==> config.mk <==
export PLATFORM = sky130hd
export DESIGN_NAME = mag_req_scheduler
export DESIGN_NICKNAME = d
export VERILOG_FILES = /design/src/rtl/mag_req_scheduler.sv
export SDC_FILE = /design/constraint.sdc
export NUM_CORES = 1
export LEC_CHECK = 0
export CAP_MARGIN = 20
export CORE_ASPECT_RATIO = 0.5
export CORE_MARGIN = 3
export CORE_UTILIZATION = 50
export DETAILED_ROUTE_END_ITERATION = 16
export PLACE_DENSITY_LB_ADDON = 0.05
export SLEW_MARGIN = 20
export SYNTH_ARGS = -nofsm -noshare
export SYNTH_HDL_FRONTEND = slang
export SYNTH_SLANG_ARGS = --single-unit
==> constraint.sdc <==
create_clock -name clk -period 3.1 [get_ports clk]
set_input_delay 0.31 -clock clk [delete_from_list [all_inputs] [get_ports clk]]
set_output_delay 0.31 -clock clk [all_outputs]
set_load 0.02 [all_outputs]
==> src/rtl/mag_req_scheduler.sv <==
`default_nettype none
// +----------------------------------------------------------------------------+
// | mag_req_scheduler: round-robin shared iterative floor(sqrt(x^2+y^2)) engine |
// | Optional: MAG_FASTZERO_EN short-circuits requests with a zero operand.      |
// | Rev 1.0                                                                     |
// +----------------------------------------------------------------------------+
module mag_req_scheduler #(
  parameter int NREQ = 2,
  parameter int W    = 8,
  parameter int IDW  = 1
) (
  input  logic              clk,
  input  logic              rst_n,
  input  logic [NREQ-1:0]   req_valid,
  output logic [NREQ-1:0]   req_ready,
  input  logic [NREQ*W-1:0] req_x,
  input  logic [NREQ*W-1:0] req_y,
  output logic              rsp_valid,
  input  logic              rsp_ready,
  output logic [W:0]        rsp_data,
  output logic [IDW-1:0]    rsp_id,
  output logic              busy
);

  localparam int c_rw = W + 6;
  localparam int c_cw = $clog2(W + 2);
  localparam logic [c_cw-1:0] c_sq_last   = c_cw'(W - 1);
  localparam logic [c_cw-1:0] c_root_last = c_cw'(W);

  typedef enum logic [2:0] {
    S_IDLE = 3'd0,
    S_SQX  = 3'd1,
    S_SQY  = 3'd2,
    S_ROOT = 3'd3,
    S_DONE = 3'd4
  } state_t;

  state_t            r_state;
  state_t            w_state_nxt;
  logic [IDW-1:0]    r_ptr;
  logic [IDW-1:0]    r_id;
  logic [W:0]        r_data;
  logic [W-1:0]      r_y;
  logic [2*W-1:0]    r_sh;
  logic [W-1:0]      r_mul;
  logic [2*W+1:0]    r_acc;
  logic [c_rw-1:0]   r_rem;
  logic [W:0]        r_q;
  logic [c_cw-1:0]   r_cnt;
`ifdef MAG_FASTZERO_EN
  logic              r_fast;
`endif

  logic [NREQ-1:0]   w_gnt;
  logic [IDW-1:0]    w_gnt_id;
  logic [IDW-1:0]    w_ptr_nxt;
  logic [W-1:0]      w_sel_x;
  logic [W-1:0]      w_sel_y;
  logic              w_accept;
  logic [2*W+1:0]    w_acc_add;
  logic [1:0]        w_two;
  logic [c_rw-1:0]   w_rem_sh;
  logic [c_rw-1:0]   w_qterm;
  logic [c_rw-1:0]   w_rem_nxt;
  logic [W:0]        w_q_nxt;

  // First valid requester at or after the round-robin pointer.
  always_comb begin : arb
    logic found;
    found = 1'b0;
    w_gnt = '0;
    for (int off = 0; off < NREQ; off++) begin
      for (int i = 0; i < NREQ; i++) begin
        if (!found && req_valid[i] && (((int'(r_ptr) + off) % NREQ) == i)) begin
          w_gnt[i] = 1'b1;
          found    = 1'b1;
        end
      end
    end
  end

  assign req_ready = (rst_n && (r_state == S_IDLE)) ? w_gnt : '0;
  assign w_accept  = |req_ready;

  always_comb begin
    w_gnt_id  = '0;
    w_ptr_nxt = '0;
    w_sel_x   = '0;
    w_sel_y   = '0;
    for (int i = 0; i < NREQ; i++) begin
      if (w_gnt[i]) begin
        w_gnt_id  = IDW'(i);
        w_ptr_nxt = (i == NREQ - 1) ? '0 : IDW'(i + 1);
        w_sel_x   = req_x[i*W +: W];
        w_sel_y   = req_y[i*W +: W];
      end
    end
  end

  // Shift-add squaring step and one non-restoring root step.
  assign w_acc_add = r_acc + (r_mul[0] ? {2'b00, r_sh} : '0);
  assign w_two     = r_acc[2*W+1 -: 2];
  assign w_rem_sh  = (r_rem << 2) | {{(c_rw-2){1'b0}}, w_two};
  assign w_qterm   = {{(c_rw-W-3){1'b0}}, r_q, r_rem[c_rw-1], 1'b1};
  assign w_rem_nxt = r_rem[c_rw-1] ? (w_rem_sh + w_qterm) : (w_rem_sh - w_qterm);
  assign w_q_nxt   = {r_q[W-1:0], ~w_rem_nxt[c_rw-1]};

  always_ff @(posedge clk or negedge rst_n) begin
    if (!rst_n) r_state <= S_IDLE;
    else        r_state <= w_state_nxt;
  end

  always_comb begin
    w_state_nxt = r_state;
    case (r_state)
      S_IDLE: if (w_accept) w_state_nxt = S_SQX;
      S_SQX: begin
`ifdef MAG_FASTZERO_EN
        if (r_fast) w_state_nxt = S_DONE;
        else
`endif
        if (r_cnt == c_sq_last) w_state_nxt = S_SQY;
      end
      S_SQY:  if (r_cnt == c_sq_last)   w_state_nxt = S_ROOT;
      S_ROOT: if (r_cnt == c_root_last) w_state_nxt = S_DONE;
      S_DONE: if (rsp_ready)            w_state_nxt = S_IDLE;
      default: w_state_nxt = S_IDLE;
    endcase
  end

  always_ff @(posedge clk or negedge rst_n) begin
    if (!rst_n) begin
      r_ptr  <= '0;
      r_id   <= '0;
      r_data <= '0;
      r_y    <= '0;
      r_sh   <= '0;
      r_mul  <= '0;
      r_acc  <= '0;
      r_rem  <= '0;
      r_q    <= '0;
      r_cnt  <= '0;
`ifdef MAG_FASTZERO_EN
      r_fast <= 1'b0;
`endif
    end else begin
      case (r_state)
        S_IDLE: begin
          if (w_accept) begin
            r_id  <= w_gnt_id;
            r_ptr <= w_ptr_nxt;
            r_y   <= w_sel_y;
            r_sh  <= {{W{1'b0}}, w_sel_x};
            r_mul <= w_sel_x;
            r_acc <= '0;
            r_cnt <= '0;
`ifdef MAG_FASTZERO_EN
            r_fast <= (w_sel_x == '0) || (w_sel_y == '0);
            if ((w_sel_x == '0) || (w_sel_y == '0))
              r_data <= {1'b0, w_sel_x | w_sel_y};
`endif
          end
        end
        S_SQX, S_SQY: begin
          r_acc <= w_acc_add;
          if (r_cnt == c_sq_last) begin
            // Reload the multiplier with y; the root state starts clean.
            r_cnt <= '0;
            r_sh  <= {{W{1'b0}}, r_y};
            r_mul <= r_y;
            r_rem <= '0;
            r_q   <= '0;
          end else begin
            r_cnt <= r_cnt + c_cw'(1);
            r_sh  <= r_sh << 1;
            r_mul <= r_mul >> 1;
          end
        end
        S_ROOT: begin
          r_acc <= r_acc << 2;
          r_rem <= w_rem_nxt;
          r_q   <= w_q_nxt;
          r_cnt <= r_cnt + c_cw'(1);
          if (r_cnt == c_root_last) r_data <= w_q_nxt;
        end
        default: ;
      endcase
    end
  end

  assign rsp_valid = (r_state == S_DONE);
  assign rsp_data  = r_data;
  assign rsp_id    = r_id;
  assign busy      = (r_state != S_IDLE);

endmodule
`default_nettype wire

==> results of run 1 <==
## power groups by stage
stage / Sequential [mW] / Clock (mW) / Combinational [mW]
3_5_place_dp: 1.81 / 0 / 2.38
2_1_floorplan: 1.72 / 0 / 1.92
5_1_grt: 1.85 / 1.28 / 2.74
4_1_cts: 1.79 / 1.22 / 2.41
3_3_place_gp: 1.80 / 0 / 2.35
6_report: 1.80 / 1.20 / 2.40
## cell usage in the layout (no fill, tap or decap), types with 3 or more instances in the layout
cell type	netlist	layout
a211oi_1	16	16
a21o_1	8	8
a21o_2	3	3
a21oi_1	22	21
a22o_1	11	11
a22oi_1	25	25
a31oi_1	5	5
and2_1	21	21
buf_4	1	13
clkbuf_16	0	9
clkdlybuf4s50_1	0	49
dfrtp_1	90	89
ha_1	30	30
inv_1	14	14
mux2_2	10	10
nand2_1	48	48
nand2b_1	6	6
nand3_1	4	4
nand4_1	5	5
nor2_1	52	52
nor3_1	6	6
o211ai_1	3	3
o21a_1	5	5
o21ai_0	56	56
o22ai_1	8	8
or2_2	3	3
or3_1	3	3
xnor2_1	20	20
xor2_1	11	11
## flip-flops by register name, indices dropped and copies added (netlist names)
register	flops
r_sh	16
r_cnt	4
r_ptr	1
r_mul	8
r_q	9
r_acc	18
r_rem	13
rsp_data	9
r_y	8
rsp_id	1
r_state	3
## synth_stat cells, types with 14 or more instances
library cell / count / area [um2]
a211oi_1: 16 / 120
a21oi_1: 22 / 110
a22oi_1: 25 / 188
and2_1: 21 / 131
clkbuf_1: 16 / 60.1
dfrtp_1: 90 / 2250
ha_1: 30 / 375
inv_1: 14 / 52.6
nand2_1: 48 / 180
nor2_1: 52 / 195
o21ai_0: 56 / 280
xnor2_1: 20 / 175
## cell families after synthesis
kind of cell / Yosys count
multiplexers: 11
AO/OA/AOI/OAI: 192
buffers and inverters: 42
AND/OR/NAND/NOR: 162
adder cells (fa/ha/maj): 31
XOR/XNOR: 31
flip-flops: 90
## timing repair
| action | 4_1_cts | 5_1_grt |
|---|---|---|
| setup endpoints to repair | 0 | 3 |
| hold buffers | 1 | 0 |
| endpoints found under the hold margin | 8 | 0 |
| gates resized for setup | 0 | 2 |
## layer usage
metal / track usage / part of all wire
met5: 0 / 0
met4: 0.0403 / 0.0065
met3: 0.0525 / 0.035
met2: 0.340 / 0.46
met1: 0.295 / 0.50
## through the flow
step	util	hold slack [ns]	setup slack, ns	cell area, um2
3_5_place_dp	0.599	0.167	0.214	5920
3_3_place_gp	0.599	0.171	0.242	5920
5_1_grt	0.634	0.366	0.0791	6260
4_1_cts	0.633	0.366	0.190	6260
2_1_floorplan	-	0.0144	0.257	5300
6_report	0.634	0.365	0.286	6260
## final cells by class
| class | instances | area [um2] |
|---|---|---|
| clock inverters | 6 | 90.1 |
| well taps | 135 | 169 |
| fillers | 868 | 3620 |
| inverters | 14 | 52.6 |
| multi-input cells | 427 | 2860 |
| clock buffers | 10 | 239 |
| flip-flops and latches | 90 | 2250 |
| repair buffers | 63 | 598 |
## final timing paths
kind	slack, ns	end	start
max	0.29	r_acc[16]	r_sh[0]
min	0.36	r_ptr	rst_n
max reg2reg	0.29	r_acc[16]	r_sh[0]
min reg2reg	0.51	r_rem[6]	r_rem[6]
max in group asynchronous	1.37	r_y[2]	rst_n
min in group clk	0.51	r_rem[6]	r_rem[6]
==> flow_metrics.py, run 1 <==
metrics = {
    "detailed_routing": {
        "wl_per_cell_um": 16.0,
        "vias": 4273,
        "detail_route.vias_per_cell": 5.74,
        "ant_nets": 0,
        "firstDrtPassIters": 4,
        "drc": 0,
        "wl_mm": 11.9,
        "drt_iter0_markers": 169,
    },
    "logic_synthesis": {
        "synth_flop_cell": "dfrtp_1",
        "synth_mux_area_frac": 0.0231,
        "synth_edf_count": 0,
        "yosysSeqAreaShare": 0.425,
        "synth_cell_types": 65,
        "synth_top_family_by_area": "compound AO/OA/AOI/OAI gates",
        "async_flop_share": 1.00,
        "syn_area_per_cell_um2": 9.48,
        "synth_fa_ha_area_frac": 0.0746,
        "synthesis.nets": 627,
        "syn_area_um2": 5300,
        "synth-simple-area-share": 0.147,
        "synth_warnings": 0,
        "synth_xor_area_frac": 0.0512,
        "synth_seq_cells": 90,
        "syn_inst": 559,
        "synth_compound_area_frac": 0.243,
    },
    "sta": {
        "tightest_slew_ns": 0.794,
        "relSlewSlack": 0.468,
        "max_clock_freq_mhz": 355,
        "grt_setup_unrepaired": "no",
        "hold_viol": 0,
        "min_period_over_period": 0.908,
        "period_minus_slack_ns": 2.81,
        "finalClockSkew_ns": 0.00691,
        "setup-tns-final_ns": 0,
        "drv_slew": 0,
        "setup_viol": 0,
    },
    "final_layout": {
        "nNetsFinal": 673,
        "antenna_cells": 0,
        "synthToLayoutAreaGrowth_pct": 18.1,
        "instances_no_fill": 745,
        "drive_above_1_share": 0.0951,
    },
    "placement": {
        "portBuffers": 50,
        "place_hpwl_mm": 8.38,
        "dp.cells": 728,
        "place_congestion": 0.810,
    },
    "power_and_ir_drop": {
        "power.leakage_nw": 2.80,
        "report.power.total_mw": 5.40,
        "switchingPower_mw": 2.10,
        "power_density_nw_per_um2": 862,
        "power_frac_clock": 0.223,
        "switching_share": 0.389,
        "power_frac_comb": 0.444,
        "sequentialPowerShare": 0.333,
        "p_int_mw": 3.30,
        "ir_drop_mv": 0.539,
    },
    "setup_path": {
        "crit_slowest_cell": "fa_1",
        "crit_path_end_kind": "flop",
        "required_ns": 3.32,
        "crit_cells": 11,
        "slowest_delay_ns": 0.42,
        "crit_type": "reg2reg",
        "cp_max_fo": 4,
        "r2r_cells": 11,
        "crit_family": "compound AO/OA/AOI/OAI gates",
        "startpoint_type": "flop",
        "crit_chain": "and2_1 > ha_1 > fa_1 > a21o_1 > a21oi_2 > o21ai_0 > nand2_1 > o21ai_1 > a311oi_1 > nor3_1 > or3_1",
        "critPathBufInv": 0,
        "arrival_ns": 3.03,
    },
    "floorplanning": {
        "rows": 25,
        "start_util": 0.536,
        "die_area_um2": 11900,
        "io_pins": 51,
        "die_x_um": 152,
        "core-area_um2": 9880,
        "die_height_um": 78.8,
    },
    "clocking": {
        "cts_inserted_buffers": 9,
        "clkLatencyLatePin_ns": 0.34,
        "postCtsSetupRepairBufs": 0,
        "cts_tree": "yes",
        "cts-root-buf": "clkbuf_16",
        "cts_buffer_depth": 2,
        "cts_htree_levels": 3,
        "clock-sinks": 90,
        "clkSlewWorstSetupHoldPaths_ns": 0.07,
    },
    "min_path": {
        "hp-class": "in2async",
    },
    "global_routing": {
        "track_usage": 0.212,
        "grt_max_degree": 57,
        "antenna_found_initial": 0,
        "gr-total-overflow": 0,
        "grt_pass1_wl_mm": 20.5,
        "grt_pass1_vias": 4192,
    },
    "outcome": {
        "status": "finished clean",
    },
    "flow_run": {
        "maxCapViolCount": 0,
    },
}
(Power assumes the default switching activity.)
==> run 2, diff against run 1 <==
--- a/config.mk
+++ b/config.mk
@@ -5,6 +5,8 @@
 export SDC_FILE = /design/constraint.sdc
 export NUM_CORES = 1
 export LEC_CHECK = 0
+export ABC_AREA = 1
+export ABC_CLOCK_PERIOD_IN_PS = 3100
 export CAP_MARGIN = 20
 export CORE_ASPECT_RATIO = 0.5
 export CORE_MARGIN = 3
==> run 2 against run 1 <==
  * Flip-flop and latch count stayed put
  * Worst setup slack better by 0.31 ns
  * Fmax is 12% higher
  * Sequential power rose by 8%
  * Clock skew is 0.0011 ns higher
  * Largest power group unchanged
  * Register-to-register slack gained 0.43 ns
  * Wire length rose by 13%
  * Combinational power up 31%
==> flow_metrics.py, run 2 <==
metrics = {
    "detailed_routing": {
        "wl_per_cell_um": 13.3,
        "drt_iter0_markers": 281,
        "drc": 0,
        "ant_nets": 0,
        "firstDrtPassIters": 6,
        "vias": 5246,
        "detail_route.vias_per_cell": 5.16,
        "wl_mm": 13.5,
    },
    "logic_synthesis": {
        "synthesis.nets": 875,
        "synth_flop_cell": "dfrtp_1",
        "syn_inst": 807,
        "synth_seq_cells": 90,
        "synth_cell_types": 40,
        "syn_area_per_cell_um2": 7.22,
        "synth_top_area_frac": 0.386,
        "synth_top_area_cell": "dfrtp_1",
        "netlist_top_cells_area": "dfrtp_1 (39%), nand2_1 (16%), inv_1 (6.7%)",
        "yosysSeqAreaShare": 0.386,
        "synth_warnings": 0,
        "synth.most_common_cell": "nand2_1",
        "async_flop_share": 1.00,
        "synth_edf_count": 0,
        "syn_area_um2": 5830,
        "synthTopCellsByCount": "nand2_1 (256), inv_1 (104), dfrtp_1 (90)",
    },
    "power_and_ir_drop": {
        "p_int_mw": 3.32,
        "switchingPower_mw": 2.83,
        "power_density_nw_per_um2": 912,
        "switching_share": 0.461,
        "ir_drop_mv": 0.372,
        "power.leakage_nw": 3.45,
        "power_frac_clock": 0.172,
        "sequentialPowerShare": 0.316,
        "power_frac_comb": 0.512,
    },
    "final_layout": {
        "fillers": 1010,
        "regArea_um2": 2250,
        "drive_above_1_share": 0.0629,
        "reg.largest.list": "r_acc: 18 flops, r_sh: 16 flops, r_rem: 13 flops",
        "fin_util": 0.603,
        "antenna_cells": 0,
        "largest_reg_flops": 18,
        "instances_no_fill": 1017,
        "multi_input_area_um2": 3000,
        "nNetsFinal": 921,
        "synthToLayoutAreaGrowth_pct": 15.7,
        "fin_area_um2": 6740,
        "layout_common_cells": "nand2_1 (256), inv_1 (104), dfrtp_1 (90)",
        "top_register": "r_acc",
        "final_common_cell": "nand2_1",
    },
    "clocking": {
        "clock-sinks": 90,
        "clkSlewWorstSetupHoldPaths_ns": 0.07,
        "postCtsSetupRepairBufs": 0,
        "cts_inserted_buffers": 9,
        "ctsResizeCount": 0,
        "cts_tree": "yes",
        "cts_buffer_depth": 2,
        "ctsHoldBuffers": 1,
        "cts-root-buf": "clkbuf_16",
        "clkLatencyLatePin_ns": 0.35,
        "cts_htree_levels": 3,
    },
    "outcome": {
        "status": "finished clean",
    },
    "placement": {
        "dp.cells": 1000,
        "place_congestion": 0.921,
        "place_hpwl_mm": 10.2,
        "pre_cts_slack_ns": 0.737,
        "portBuffers": 50,
        "dpl_cell_area_um2": 6450,
    },
    "sta": {
        "max_clock_freq_mhz": 399,
        "setup-tns-final_ns": 0,
        "period_minus_slack_ns": 2.51,
        "setup_ws_ns": 0.592,
        "grt_setup_unrepaired": "no",
        "drv_slew": 0,
        "tightest_slew_ns": 0.566,
        "hold_viol": 0,
        "relSlewSlack": 0.623,
        "setup_viol": 0,
        "min_period_over_period": 0.809,
        "finalClockSkew_ns": 0.00801,
    },
    "global_routing": {
        "antenna_found_initial": 0,
        "grt_pass1_wl_mm": 22.5,
        "track_usage": 0.214,
        "gr-total-overflow": 0,
        "grt_max_degree": 41,
        "grt_pass1_vias": 4776,
    },
    "floorplanning": {
        "die_area_um2": 13100,
        "rows": 27,
        "die_x_um": 159,
        "io_pins": 51,
        "core-area_um2": 11200,
        "die_height_um": 82.4,
        "start_util": 0.521,
    },
    "min_path": {
        "hp-class": "in2async",
    },
    "setup_path": {
        "crit_type": "in2out",
        "crit_path_end_kind": "primary output",
        "cp_max_fo": 27,
        "crit_path_start": "rst_n",
        "startpoint_type": "primary input",
        "required_ns": 2.79,
        "arrival_ns": 2.20,
        "r2r-start": "r_mul[0]",
    },
    "flow_run": {
        "maxCapViolCount": 0,
    },
}
-- run 2: changes by cell type in the layout (fill, tap and decap cells not counted), sizes merged, moves of 13 or more --
cell / before / now
a211oi: 17 / 0
nand3: 4 / 69
o21ai: 60 / 73
a21oi: 23 / 37
nand2: 48 / 260
inv: 14 / 116
and2: 21 / 1
a22oi: 25 / 1
-- run 2: metal layers --
layer  track usage  wire, um  vias to the layer above  part of all wire
li1              -         -                     2722                 -
met1         0.289      6670                     2360              0.49
met2         0.353      5890                      136              0.44
met3        0.0503       695                       28             0.052
met4        0.0594       236                        0             0.017
met5             0         0                        -                 0
-- run 2: power groups by stage --
stage          Clock (mW)  Sequential (mW)  Combinational [mW]
2_1_floorplan           0             1.84                2.51
3_3_place_gp            0             1.95                3.07
3_5_place_dp            0             1.96                3.12
4_1_cts              1.08             1.94                3.14
5_1_grt              1.14             2.00                3.63
6_report             1.06             1.94                3.15
-- run 2: final cells by class --
type                       count  share of cell area
multi-input combinational    579               0.445
clock inverter                 6             0.00705
tap                          159              0.0295
clock buffer                  10              0.0354
inverter                     113              0.0633
sequential                    90               0.334
timing repair buffer          60              0.0854
-- run 2: logic make-up (layout without fill, tap and decap cells) --
family,after synthesis,count (layout),share of synthesized area
compound gates,146,146,0.145
xor+xnor,12,12,0.0180
fa+ha+maj,31,31,0.0678
buf+inv,138,189,0.0985
flops,90,90,0.386
simple gates,390,390,0.285
-- run 2: path summary, 6_finish.rpt --
check / end / slack (ns) / cells after the start
worst max-delay path: req_ready[1] / 0.59 / 5
worst min-delay path: r_rem[8] / 0.41 / 2
worst max register to register: r_acc[6] / 0.72 / 11
worst min register to register: r_y[0] / 0.48 / 2
max in group asynchronous: r_sh[6] / 1.42 / 4
min in group clk: r_y[0] / 0.48 / 2
-- run 2: critical path, stage by stage --
cell	delay, ns
dlygate4sd3_1	0.52
buf_4	0.33
nand3_2	0.22
nor2_4	0.17
clkdlybuf4s50_1	0.62
-- run 2: stage by stage --
stage,hold slack [ns],total power [mW]
after floorplan,0.0144,4.36
after global placement,0.247,5.03
after detailed placement,0.251,5.08
after CTS,0.416,6.16
after global routing,0.434,6.77
final,0.410,6.15
==> run 3, diff against run 2 <==
--- a/config.mk
+++ b/config.mk
@@ -6,7 +6,7 @@
 export NUM_CORES = 1
 export LEC_CHECK = 0
 export ABC_AREA = 1
-export ABC_CLOCK_PERIOD_IN_PS = 3100
+export ABC_CLOCK_PERIOD_IN_PS = 2050
 export CAP_MARGIN = 20
 export CORE_ASPECT_RATIO = 0.5
 export CORE_MARGIN = 3
==> constraint.sdc (replaced) <==
create_clock -name clk -period 2.05 [get_ports clk]
set_input_delay 0.205 -clock clk [delete_from_list [all_inputs] [get_ports clk]]
set_output_delay 0.205 -clock clk [all_outputs]
set_load 0.02 [all_outputs]
==> run 3 against run 2 <==
  * Largest cell class unchanged
  * Worst setup slack worse by 0.51 ns
  * Flip-flop and latch count stayed put
  * Critical path type is now reg2reg
  * Cell count is 3.3% higher
  * Via count is 2.0% higher
  * Combinational power is 90% higher
  * Largest power group unchanged
==> flow_metrics.py, run 3 (synthesized netlist as in run 2, its figures left out) <==
metrics = {
    "setup_path": {
        "startpoint_type": "flop",
        "cp_max_fo": 6,
        "crit_type": "reg2reg",
        "r2r_slack_ns": 0.08,
        "crit_path_end_kind": "flop",
        "r2r_cells": 12,
        "r2r-end": "r_rem[13]",
        "required_ns": 2.28,
        "arrival_ns": 2.21,
        "crit_path_start": "r_rem[13]",
        "crit_end": "r_rem[13]",
        "r2r-start": "r_rem[13]",
    },
    "final_layout": {
        "drive_above_1_share": 0.163,
        "final_common_cell": "nand2_1",
        "layout_common_cells": "nand2_1 (240), inv_1 (103), dfrtp_1 (88)",
        "synthToLayoutAreaGrowth_pct": 25.3,
        "fin_util": 0.653,
        "reg.largest.list": "r_acc: 18 flops, r_sh: 16 flops, r_rem: 13 flops",
        "fin_area_um2": 7310,
        "largest_reg_flops": 18,
        "instances_no_fill": 1051,
        "top_register": "r_acc",
        "antenna_cells": 0,
        "nNetsFinal": 955,
    },
    "flow_run": {
        "maxCapViolCount": 0,
    },
    "clocking": {
        "cts_tree": "yes",
        "clkSlewWorstSetupHoldPaths_ns": 0.07,
        "cts_htree_levels": 3,
        "cts-root-buf": "clkbuf_16",
        "clock-sinks": 90,
        "clkLatencyLatePin_ns": 0.35,
        "cts_inserted_buffers": 9,
        "cts_buffer_depth": 2,
    },
    "power_and_ir_drop": {
        "ir_drop_mv": 0.605,
        "power_density_nw_per_um2": 1460,
        "power.leakage_nw": 3.65,
    },
    "detailed_routing": {
        "drc": 0,
        "wl_mm": 14.2,
        "firstDrtPassIters": 5,
        "wl_per_cell_um": 13.5,
        "vias": 5350,
        "drt_iter0_markers": 266,
        "ant_nets": 0,
        "detail_route.vias_per_cell": 5.09,
    },
    "floorplanning": {
        "die_height_um": 82.4,
        "die_area_um2": 13100,
        "start_util": 0.521,
        "rows": 27,
        "die_x_um": 159,
        "core-area_um2": 11200,
        "io_pins": 51,
    },
    "sta": {
        "relSlewSlack": 0.661,
        "finalClockSkew_ns": 0.00949,
        "period_minus_slack_ns": 1.97,
        "min_period_over_period": 0.962,
        "drv_slew": 0,
        "grt_setup_unrepaired": "yes",
        "max_clock_freq_mhz": 507,
        "tightest_slew_ns": 0.509,
        "hold_viol": 0,
        "setup_ws_ns": 0.0779,
        "setup_viol": 0,
    },
    "placement": {
        "pre_cts_slack_ns": -0.0923,
        "place_hpwl_mm": 10.5,
        "dpl_cell_area_um2": 6660,
        "dp.cells": 1027,
        "place_congestion": 0.940,
        "portBuffers": 50,
    },
    "global_routing": {
        "grt_pass1_vias": 4859,
        "track_usage": 0.220,
        "grt_pass1_wl_mm": 23.2,
        "gr-total-overflow": 0,
        "antenna_found_initial": 0,
        "grt_max_degree": 91,
    },
    "outcome": {
        "status": "finished clean",
    },
    "min_path": {
        "hp-class": "in2async",
    },
}
run 3: changes by cell type in the layout (fill, tap and decap cells not counted), sizes merged:
cell / previous run / this run
inv: 116 / 114
buf: 10 / 44
clkinv: 2 / 3
clkdlybuf4s50: 49 / 46
clkbuf: 10 / 11
dlygate4sd2: 0 / 2
dlymetal6s2s: 0 / 1
clkinvlp: 1 / 0
bufinv: 0 / 1
run 3: worst min path at each step:
stage                  end        start  slack (ns)
3_5_place_dp      r_rem[8]        rst_n        0.36
2_1_floorplan     r_acc[0]        rst_n       -0.09
6_report          r_rem[8]        rst_n        0.47
4_1_cts             r_y[3]       r_y[3]        0.48
5_1_grt        rsp_data[8]  rsp_data[8]        0.50
3_3_place_gp      r_rem[8]        rst_n        0.36
run 3: critical path: stages, from the launching register on:
cell	delay [ns]
dfrtp_2	0.48
xnor2_1	0.16
ha_1	0.36
a21oi_2	0.20
nand2_2	0.09
nand2_1	0.07
nand2_2	0.06
nand3b_1	0.14
nand2_1	0.08
nand2_2	0.07
nand2_1	0.05
nand2_1	0.05
nand2_1	0.05
run 3: cell type report:
class                           count  area, um2
Fill cell                        1018       3870
Multi-Input combinational cell    579       3270
Sequential cell                    90       2250
Timing Repair Buffer               94        848
Inverter                          113        427
Clock buffer                       11        243
Tap cell                          159        199
Clock inverter                      5       61.3
run 3: power breakdown:
part / switching [mW] / internal (mW)
clock network: 0.733 / 0.986
logic: 3.46 / 2.54
registers: 0.525 / 2.43
total: 4.72 / 5.96
run 3: timing repair:
action                                  in CTS  in global routing
hold endpoints to repair                    21                  0
endpoints found under the setup margin       9                 23
gates resized for setup                      7                 69
pin swaps                                    0                 16
hold buffers                                 1                  0
buffers inserted                             2                  5
run 3: per-layer routing:
layer  vias to the layer above  track usage  routed length [um]
li1                       2779            -                   -
met1                      2464        0.288                6950
met2                        98        0.386                6620
met3                         9       0.0443                 553
met4                         0       0.0480                  90
met5                         -            0                   0
run 3: metrics by stage:
stage	TNS (ns)	hold slack (ns)	power [mW]
after floorplan	-0.0958	-0.0906	6.60
after global placement	-0.164	0.363	8.12
after detailed placement	-0.195	0.362	8.20
after CTS	-0.0191	0.483	9.98
after global routing	-0.265	0.497	11.6
final	0	0.465	10.7
